File: src/rtl/blink_ctrl.sv
// Turn-signal / hazard controller: arbitrates levers, lane-change taps and hazard
// into a mode plus l/r commands and a prescaled step pulse for the tail-light FSM.
module blink_ctrl #(
  parameter int unsigned TICK_DIV = 4,
  parameter int unsigned SEQ_LEN  = 4,
  parameter int unsigned TAP_SEQS = 3
) (
  input  logic       clk,
  input  logic       reset,
  input  logic       left_req,
  input  logic       right_req,
  input  logic       left_tap,
  input  logic       right_tap,
  input  logic       haz_btn,
  output logic       l,
  output logic       r,
  output logic       step,
  output logic [1:0] mode,
  output logic       busy
);

  localparam logic [1:0] IDLE  = 2'b00;
  localparam logic [1:0] LEFT  = 2'b01;
  localparam logic [1:0] RIGHT = 2'b10;
  localparam logic [1:0] HAZ   = 2'b11;

  localparam logic [7:0] DIV_LAST = 8'(TICK_DIV - 1);
  localparam logic [3:0] SEQ_LAST = 4'(SEQ_LEN - 1);
  localparam logic [3:0] TAP_LOAD = 4'(TAP_SEQS);

  logic [1:0] state_q, state_d;
  logic [7:0] div_q, div_d;
  logic [3:0] stepc_q, stepc_d;
  logic [3:0] tap_cnt_q, tap_cnt_d;
  logic       tap_dir_q, tap_dir_d;
  logic       haz_btn_q;
  logic       haz_on_q, haz_on_d;
  logic       step_q, step_d;
  logic       l_q, r_q, busy_q;

  logic lever;
  logic tap_fire;
  logic boundary;
  logic clr;

  assign lever    = left_req ^ right_req;
  assign tap_fire = (left_tap ^ right_tap) && (state_q != HAZ);
  assign boundary = step_q && (stepc_q == SEQ_LAST);
  assign haz_on_d = haz_on_q ^ (haz_btn & ~haz_btn_q);

  always_comb begin
    state_d   = state_q;
    div_d     = (div_q == DIV_LAST) ? '0 : div_q + 8'd1;
    stepc_d   = step_q ? ((stepc_q == SEQ_LAST) ? '0 : stepc_q + 4'd1) : stepc_q;
    tap_cnt_d = tap_cnt_q;
    tap_dir_d = tap_dir_q;
    clr       = 1'b0;

    if (tap_fire) begin
      tap_cnt_d = TAP_LOAD;
      tap_dir_d = right_tap;
    end

    case (state_q)
      IDLE: begin
        clr = 1'b1;
        if (haz_on_q) begin
          state_d = HAZ;
        end else if (lever) begin
          state_d   = left_req ? LEFT : RIGHT;
          tap_cnt_d = '0;
        end else if (tap_fire) begin
          state_d = right_tap ? RIGHT : LEFT;
        end else if (tap_cnt_q != '0) begin
          state_d = tap_dir_q ? RIGHT : LEFT;
        end
      end
      LEFT, RIGHT: begin
        if (haz_on_q) begin
          state_d = HAZ;
          clr     = 1'b1;
        end else if (boundary) begin
          // A fresh tap this cycle reloads the count instead of consuming a sequence.
          if (!tap_fire && tap_cnt_q != '0) tap_cnt_d = tap_cnt_q - 4'd1;
          if (lever) begin
            state_d   = left_req ? LEFT : RIGHT;
            tap_cnt_d = '0;
          end else if (tap_fire) begin
            state_d = right_tap ? RIGHT : LEFT;
          end else if (tap_cnt_q > 4'd1) begin
            state_d = tap_dir_q ? RIGHT : LEFT;
          end else begin
            state_d = IDLE;
            clr     = 1'b1;
          end
        end
      end
      default: begin
        if (!haz_on_q) begin
          state_d = IDLE;
          clr     = 1'b1;
        end
      end
    endcase

    if (clr) begin
      div_d   = '0;
      stepc_d = '0;
    end
  end

  assign step_d = !clr && (state_q != IDLE) && (div_q == DIV_LAST);

  always_ff @(posedge clk or posedge reset) begin
    if (reset) begin
      state_q   <= IDLE;
      div_q     <= '0;
      stepc_q   <= '0;
      tap_cnt_q <= '0;
      tap_dir_q <= 1'b0;
      haz_btn_q <= 1'b0;
      haz_on_q  <= 1'b0;
      step_q    <= 1'b0;
      l_q       <= 1'b0;
      r_q       <= 1'b0;
      busy_q    <= 1'b0;
    end else begin
      state_q   <= state_d;
      div_q     <= div_d;
      stepc_q   <= stepc_d;
      tap_cnt_q <= tap_cnt_d;
      tap_dir_q <= tap_dir_d;
      haz_btn_q <= haz_btn;
      haz_on_q  <= haz_on_d;
      step_q    <= step_d;
      l_q       <= (state_d == LEFT)  || (state_d == HAZ);
      r_q       <= (state_d == RIGHT) || (state_d == HAZ);
      busy_q    <= (state_d != IDLE);
    end
  end

  assign l    = l_q;
  assign r    = r_q;
  assign step = step_q;
  assign mode = state_q;
  assign busy = busy_q;

endmodule

File: config.mk
export PLATFORM = sky130hd
export DESIGN_NAME = blink_ctrl
export DESIGN_NICKNAME = d
export VERILOG_FILES = /design/src/rtl/blink_ctrl.sv
export SDC_FILE = /design/constraint.sdc
export NUM_CORES = 1
export LEC_CHECK = 0
export CORE_UTILIZATION = 50
export CTS_BUF_LIST = sky130_fd_sc_hd__clkbuf_8
export CTS_CLUSTER_DIAMETER = 50
export DETAILED_ROUTE_END_ITERATION = 8
export GPL_TIMING_DRIVEN = 0
export PLACE_DENSITY_LB_ADDON = 0.1
export SLEW_MARGIN = 20
export SYNTH_ARGS = -nofsm -noshare
export SYNTH_HDL_FRONTEND = slang
export SYNTH_SLANG_ARGS = --single-unit
File: constraint.sdc
create_clock -name clk -period 2.48 [get_ports clk]
set_input_delay 0.744 -clock clk [delete_from_list [all_inputs] [get_ports clk]]
set_output_delay 0.744 -clock clk [all_outputs]
set_load 0.02 [all_outputs]
Word-level counts from Yosys, hierarchy flattened
Cells that the tools add are included.
Cells by class
  magnitude comparators: 1
  multiplexer cells: 34
  equality and inequality tests: 8
  reduce and logical (&&, ||, !) cells: 15
  bitwise operators: 5
  add/sub/neg operators: 3
Operators with widths (number)
  4-bit 2-to-1 mux: 10
  2-bit 2-to-1 mux: 13
  8-bit 2-to-1 mux: 2
  8-bit by 1-bit adder with 8-bit output (second input constant): 1
  8-bit by 2-bit == test with 1-bit output (second input constant): 1
  4-bit case mux with 2 select lines: 1
  2-bit == test (second input constant): 3
  1-bit 2-to-1 mux: 6
  2-bit nonzero test: 3
  1-bit logical AND: 5
  4-bit by 1-bit adder with 4-bit output (second input constant): 1
  2-bit by 1-bit == test with 1-bit output (second input constant): 2
  4-bit by 2-bit == test with 1-bit output (second input constant): 1
  4-bit by 1-bit > comparator with 1-bit output (second input constant): 1
  2-bit case mux with 2 select lines: 1
  4-bit nonzero test: 1
  4-bit by 1-bit subtractor with 4-bit output (second input constant): 1
  1-bit XOR: 3
  1-bit zero test: 2
  2-bit zero test: 1
  1-bit logical OR: 2
  2-bit inequality test (second input constant): 1
  1-bit case mux with 2 select lines: 1
  2-bit OR reduction: 1
  2 further kinds: 2
Word-level totals
  word-level logic and storage cells: 77
  register bits after elaboration: 25
  output and inout port bits: 6
  input port bits: 7

Depth between registers and ports, before layout
Gate-level depths: netlist of the first run.
  depth after elaboration: 10
  gate-level depth with buffers: 8

Worst setup path after synthesis of the first run
Ideal clock, no wire load.
  path kind: register -> register
  start: register r (netlist name)
  end: register busy_q (netlist: busy)
  stages on the path, launching flop included: 8
  clock period less this slack: 1.918 ns
  arrival: 1.793 ns
  slack: 0.562 ns
  setup time: 0.124 ns
  cell sequence: dfrtp_1 > ha_1 > clkbuf_1 > nand2_1 > o21ai_0 > a221oi_2 > o41ai_2 > or2_1
RTL lines
  to (signal assigned): RTL line 138  | busy_q <= (state_d != IDLE);
  to (decl): RTL line 39  | logic l_q, r_q, busy_q;

Final worst setup path of the first run
  start: input port right_req
  end: register busy_q (netlist: busy)
Between the ends
  word-level cells in the longest chain between the ends: 6
RTL lines
  from (decl): RTL line 11  | input logic right_req,
  1-bit XOR (*): RTL line 46  | assign lever = left_req ^ right_req;
  2-bit 2-to-1 mux: RTL line 85  | if (lever) begin
  2-bit 2-to-1 mux: RTL line 82  | end else if (boundary) begin
  2-bit 2-to-1 mux: RTL line 79  | if (haz_on_q) begin
  2-bit case mux with 2 select lines (*): RTL line 64  | case (state_q)
  via state_d[1]: RTL line 31  | logic [1:0] state_q, state_d;
  2-bit nonzero test (*): RTL line 138
Mark *: on every way through the listed nets, which the timed path passes. The rest lies on a longest branch.
A chain may end at the register's enable or synchronous reset.

==> out/metrics.cfg, run 1 <==
[outcome]
outcome=finished clean

[clock_tree]
clkLatencyLatePin_ns=0.26
cts.sinks=24
post_cts_buffers=0
cts_hold_buf=0
cts_resized=0
cts_tree=done
cts_buffers=3
root_buffer=clkbuf_8
clk_pin_slew_ns=0.08
cts_max_level=1
clock_path_buffers=2

[sta]
setup_violations=0
relSlewSlack=0.4015
setup_slack_ns=0.1197
hold_viol=0
finalCritPeriodShare=0.9517
maxSlewViolCount=0
worst_pin_slew_ns=0.8968
clock_skew_ns=0.001420
period_minus_slack_ns=2.360
rsz0062_at_grt=false
max_freq_ghz=0.4237

[setup_path]
r2r_slack_ns=0.38
cp-start-kind=input pin
cp_num_buf_inv=1
crit_required_ns=2.63
crit_family=compound AO/OA/AOI/OAI gates
crit_fanout=6
path_class=in -> reg
slowest_stage=clkdlybuf4s50_1
crit_chain=clkdlybuf4s50_1 -> xnor2_2 -> o21a_2 -> o31ai_1 -> a221oi_2 -> o41ai_2 -> or2_1
slowest_delay_ns=0.48
crit_path_end_kind=register
crit_arrival_ns=2.51

[synthesis]
synth_top_area_frac=0.4124
seq_area_frac_synth=0.4124
synth-main-ff-cell=dfrtp_1
ys_ff_latch=24
ys_warn_count=0
synth_nets=169
synth_area_leaders=dfrtp_1, ha_1, nor2_1
synth_fa_ha_area_frac=0.06787
synth_top_family_by_area=simple AND/OR/NAND/NOR gates
synth_top_area_cell=dfrtp_1
synth_xor_xnor_area_share=0.06529
synthesis.area_um2=1456
synth.distinct_cells=42
synth_compound_area_frac=0.1460
syn_area_per_cell_um2=9.396
synth.area.mux_share=0.02062
synth-edff-count=0
synth-simple-area-share=0.2457
async_reset_ff_frac=1.000
synth_cells=155

[floorplan]
die_area_um2=3133
fp.coreArea_um2=2758
start_util=0.5281
die_w_um=55.97
row_count=19
pin_count=13
die_h_um=55.97

[power]
ir_drop_mv=0.7205
intPower_uw=1083
p_seq_frac=0.304
comb_power_share=0.558
p_sw_uw=802.4
p_leak_uw=0.0007254
p_sw_frac=0.4256
power.density_nw_per_um2=1129
p_total_uw=1885
clkPwrFrac=0.138

[detailed_routing]
drc_errors=0
drt_iter0_drc=40
wirelength_mm=2.652
wl_per_cell_um=13.13
first_pass_iters=4
viasPerCell=5.663
ant_nets=0
vias=1144

[global_routing]
antenna_found_initial=0
grt_start_max_net_pins=25
grt_pass1_wl_mm=4.940
globalRouteTotalUtil=0.1956
first_global_vias=1140
grt_overflow_total=0

[placed_design]
placement.setup.worst_slack_ns=-0.1534
dp.cells=198
hpwl_mm=2.008
gp_congestion=0.8397
numPortBuffers=12
dpl_cell_area_um2=1615

[layout]
finalNonFillerCells=202
regArea_um2=600.6
syn_to_final_growth_pct=14.69
drive_gt1_frac=0.09942
nets=186
n_fill_cell=239
design_area_um2=1670
fin_util=0.6057
multi_input_area_um2=794.5
antenna_cells=0

[hold_path]
hp-class=reg -> reg

[job]
cap_violations=0

==> path summary, 6_finish.rpt <==
kind / startpoint / to / cells past startpoint
setup / recovery: right_req / busy$_DFF_PP0_ / 7
hold / removal: div_q[0]$_DFF_PP0_ / div_q[0]$_DFF_PP0_ / 1
setup reg to reg: r$_DFF_PP0_ / busy$_DFF_PP0_ / 7
hold reg to reg: div_q[0]$_DFF_PP0_ / div_q[0]$_DFF_PP0_ / 1
max in group asynchronous: reset / tap_cnt_q[2]$_DFF_PP0_ / 2
min in group asynchronous: reset / div_q[6]$_DFF_PP0_ / 2
==> power by group through the flow <==
| stage | sequential, uW | clock (uW) | combinational (uW) |
|---|---|---|---|
| floorplan | 607 | 0 | 756 |
| global placement | 578 | 0 | 1040 |
| detailed placement | 580 | 0 | 1060 |
| CTS | 574 | 274 | 1060 |
| global route | 589 | 284 | 1190 |
| finish | 572 | 260 | 1050 |
==> layer usage <==
layer | vias to the layer above | track usage | share of wire
met4 | 0 | 0.06969 | 0.0060
li1 | 574 | - | -
met3 | 2 | 0.03023 | 0.022
met2 | 17 | 0.3180 | 0.50
met1 | 551 | 0.2660 | 0.47
met5 | - | 0 | 0
==> cell usage after synthesis, types with 2 or more instances <==
library cell / n
a21oi_1: 10
o32ai_1: 2
nor3_1: 6
buf_4: 2
xor2_1: 6
nor2_1: 18
nand2b_1: 6
inv_1: 9
nand4_1: 3
ha_1: 7
xnor2_1: 3
nand2_1: 12
and3_1: 3
mux2i_1: 3
o21ai_1: 2
nor2b_1: 2
clkbuf_1: 2
o21ai_0: 7
o31ai_1: 2
dfrtp_1: 24
nand3_1: 5
==> sequential cells by signal (all words and copies together), names as in the netlist <==
register / cells
tap_dir_q: 1
busy: 1
l: 1
mode: 1
r: 1
tap_cnt_q: 4
haz_btn_q: 1
div_q: 8
step: 1
haz_on_q: 1
stepc_q: 4
==> cells in the final DEF, fill, tap and decap left out, types with 2 or more instances in the layout <==
cell type        instances
a21oi_1                 10
and3_1                   3
buf_4                    2
clkbuf_1                 2
clkbuf_8                 4
clkdlybuf4s50_1         12
dfrtp_1                 24
ha_1                     7
inv_1                    9
mux2i_1                  3
nand2_1                 12
nand2b_1                 6
nand3_1                  5
nand4_1                  3
nor2_1                  18
nor2b_1                  2
nor3_1                   6
o21ai_0                  7
o21ai_1                  2
o31ai_1                  2
o32ai_1                  2
xnor2_1                  3
xor2_1                   6
==> cells by family (layout without fill, tap and decap cells) <==
kind of cell / Yosys count / after routing
and+or+nand+nor: 64 / 64
AOI/OAI and AO/OA: 32 / 32
DFF: 24 / 24
buffers and inverters: 14 / 30
xor gates and xnor gates: 10 / 10
adders and majority gates: 8 / 8
muxes: 3 / 3
==> final cells by class <==
type | instances | area share
plain buffers | 5 | 0.01648
clock buffers | 4 | 0.03296
inverters | 9 | 0.02022
multi-input cells | 117 | 0.4757
flip-flops and latches | 24 | 0.3596
well taps | 31 | 0.02322
repair buffers | 12 | 0.07191
==> worst register-to-register path: cells and delay by family, from the launching register on <==
family / cells / cell delay, ns
AO/OA/AOI/OAI: 3 / 0.56
adder cells (fa/ha/maj): 1 / 0.31
buffers and inverters: 1 / 0.25
flip-flops: 1 / 0.47
AND/OR/NAND/NOR: 2 / 0.41
==> through the flow <==
stage          TNS [ns]  hold slack [ns]
6_report              0           0.5061
5_1_grt               0           0.5503
4_1_cts               0           0.5168
3_5_place_dp    -0.1534           0.4967
3_3_place_gp    -0.1144           0.4772
2_1_floorplan         0           0.4436
Power figures use the tool's default switching activity.
==> run 2, diff against run 1 <==
- ABC_AREA: not set -> 1
==> run 2 against run 1 <==
Compared with the run above: count of clock-buffer cells in the layout fell by 1; die area rose by 3.5%; flip-flop and latch count is the same; critical endpoint is now mode[1]; largest power group unchanged.
==> out/metrics.cfg, run 2 <==
[layout]
layout_commonest_cell=nand2_1
n_fill_cell=261
final_cell_mix=nand2_1, inv_1, dfrtp_1, nand3_1, nor2_1
antenna_cells=0
largest_reg_flops=8
multi_input_area_um2=758.2
top_regs=div_q: 8 flops, stepc_q: 4 flops, tap_cnt_q: 4 flops
syn_to_final_growth_pct=13.27
finalNonFillerCells=250
largest_register=div_q
regArea_um2=600.6
drive_gt1_frac=0.05936
nets=235

[detailed_routing]
wl_per_cell_um=11.76
viasPerCell=5.248
drt_iter0_drc=67
vias=1312
drc_errors=0
first_pass_iters=5
ant_nets=0
wirelength_mm=2.940

[setup_path]
crit_fanout=6
cp-start-kind=register
path_class=reg -> out
crit_arrival_ns=1.44
crit_required_ns=1.74
crit_path_end_kind=output port

[clock_tree]
clock_path_buffers=2
cts_buffers=3
cts_max_level=1
cts_resized=0
clkLatencyLatePin_ns=0.26
cts_hold_buf=0
cts.sinks=24
cts_tree=done
clk_pin_slew_ns=0.08
post_cts_buffers=0
root_buffer=clkbuf_8

[floorplan]
fp.coreArea_um2=2805
die_h_um=56.94
die_area_um2=3242
row_count=19
die_w_um=56.94
pin_count=13
start_util=0.5379

[synthesis]
synth_area_leaders=dfrtp_1, nand2_1, inv_1
ys_ff_latch=24
ys_top_cells_by_count=nand2_1, inv_1, dfrtp_1
synth-edff-count=0
synth.most_common_cell=nand2_1
ys_warn_count=0
synthesis.area_um2=1509
synth_top_area_cell=dfrtp_1
synth-main-ff-cell=dfrtp_1
synth_top_area_frac=0.3980
syn_area_per_cell_um2=7.397
seq_area_frac_synth=0.3980
async_reset_ff_frac=1.000
synth_nets=218
synth_cells=204
synth.distinct_cells=28

[sta]
worst_pin_slew_ns=0.9083
relSlewSlack=0.3938
clock_skew_ns=0.002605
setup_violations=0
max_freq_ghz=0.4574
hold_viol=0
maxSlewViolCount=0
finalSetupTns_ns=0
period_minus_slack_ns=2.186
rsz0062_at_grt=false
finalCritPeriodShare=0.8816

[global_routing]
grt_start_max_net_pins=25
first_global_vias=1341
grt_pass1_wl_mm=5.430
antenna_found_initial=0
grt_overflow_total=0
globalRouteTotalUtil=0.2119

[power]
ir_drop_mv=0.7530
p_leak_uw=0.0008679
power.density_nw_per_um2=1061

[outcome]
outcome=finished clean

[job]
cap_violations=0

[placed_design]
numPortBuffers=12
hpwl_mm=2.216
gp_congestion=0.8469
dp.cells=247

[hold_path]
hp-class=reg -> reg

run 2: cell types whose count changed after synthesis, sizes merged, moves of 4 or more:
cell | previous run | this run
nand2 | 12 | 51
nor3 | 6 | 2
inv | 9 | 34
nand2b | 6 | 0
a21oi | 11 | 19
nand3 | 5 | 21
run 2: final cells by class:
class	instances	share of cell area
multi-input combinational	143	0.4436
sequential	24	0.3514
inverter	34	0.07467
timing repair buffer	12	0.07028
clock buffer	3	0.02416
tap	31	0.02269
buffer	3	0.01318
run 2: worst paths after layout:
| check | start | slack, ns | depth (start not counted) | endpoint |
|---|---|---|---|---|
| max in group asynchronous | reset | 0.94 | 2 | div_q[1]$_DFF_PP0_ |
| max reg2reg | r$_DFF_PP0_ | 0.62 | 10 | tap_cnt_q[0]$_DFF_PP0_ |
| min in group asynchronous | reset | 0.98 | 2 | div_q[3]$_DFF_PP0_ |
| max | r$_DFF_PP0_ | 0.29 | 2 | mode[1] |
| min | haz_btn_q$_DFF_PP0_ | 0.52 | 3 | haz_on_q$_DFF_PP0_ |
| min reg2reg | haz_btn_q$_DFF_PP0_ | 0.52 | 3 | haz_on_q$_DFF_PP0_ |
run 2: report_power, final:
| group | switching [uW] | internal [uW] |
|---|---|---|
| registers | 81.6 | 486 |
| clock network | 117 | 108 |
| logic | 635 | 384 |
run 2: kinds of logic after synthesis:
logic type      count (synthesis)  synth area share
buf+inv                        37           0.09950
simple gates                   99            0.2886
mux                             1          0.006634
xor+xnor                        7           0.04063
fa+ha+maj                       7           0.05804
compound gates                 29            0.1086
flops                          24            0.3980
run 2: metrics by stage:
| stage | setup slack, ns | area, um2 | util | power (uW) | hold WS [ns] |
|---|---|---|---|---|---|
| 2_1_floorplan | 0.8426 | 1509 | - | 1319 | 0.4843 |
| 3_3_place_gp | 0.1929 | 1668 | 0.5946 | 1566 | 0.4968 |
| 3_5_place_dp | 0.1747 | 1668 | 0.5946 | 1593 | 0.5141 |
| 4_1_cts | 0.2807 | 1709 | 0.6093 | 1825 | 0.5265 |
| 5_1_grt | 0.2260 | 1709 | 0.6093 | 2004 | 0.5850 |
| 6_report | 0.2935 | 1709 | 0.6093 | 1813 | 0.5175 |
run 2: critical path, stage by stage, from the launching register on:
cell and delay (ns):
dfrtp_1 0.46, buf_4 0.14, clkdlybuf4s50_1 0.59
run 2: per-layer routing:
layer / track usage / vias to the layer above / routed length [um]
met5: 0 / - / 0
met4: 0.09059 / 0 / 62
met3: 0.03175 / 9 / 100
met1: 0.2673 / 596 / 1368
li1: - / 679 / -
met2: 0.3630 / 28 / 1409
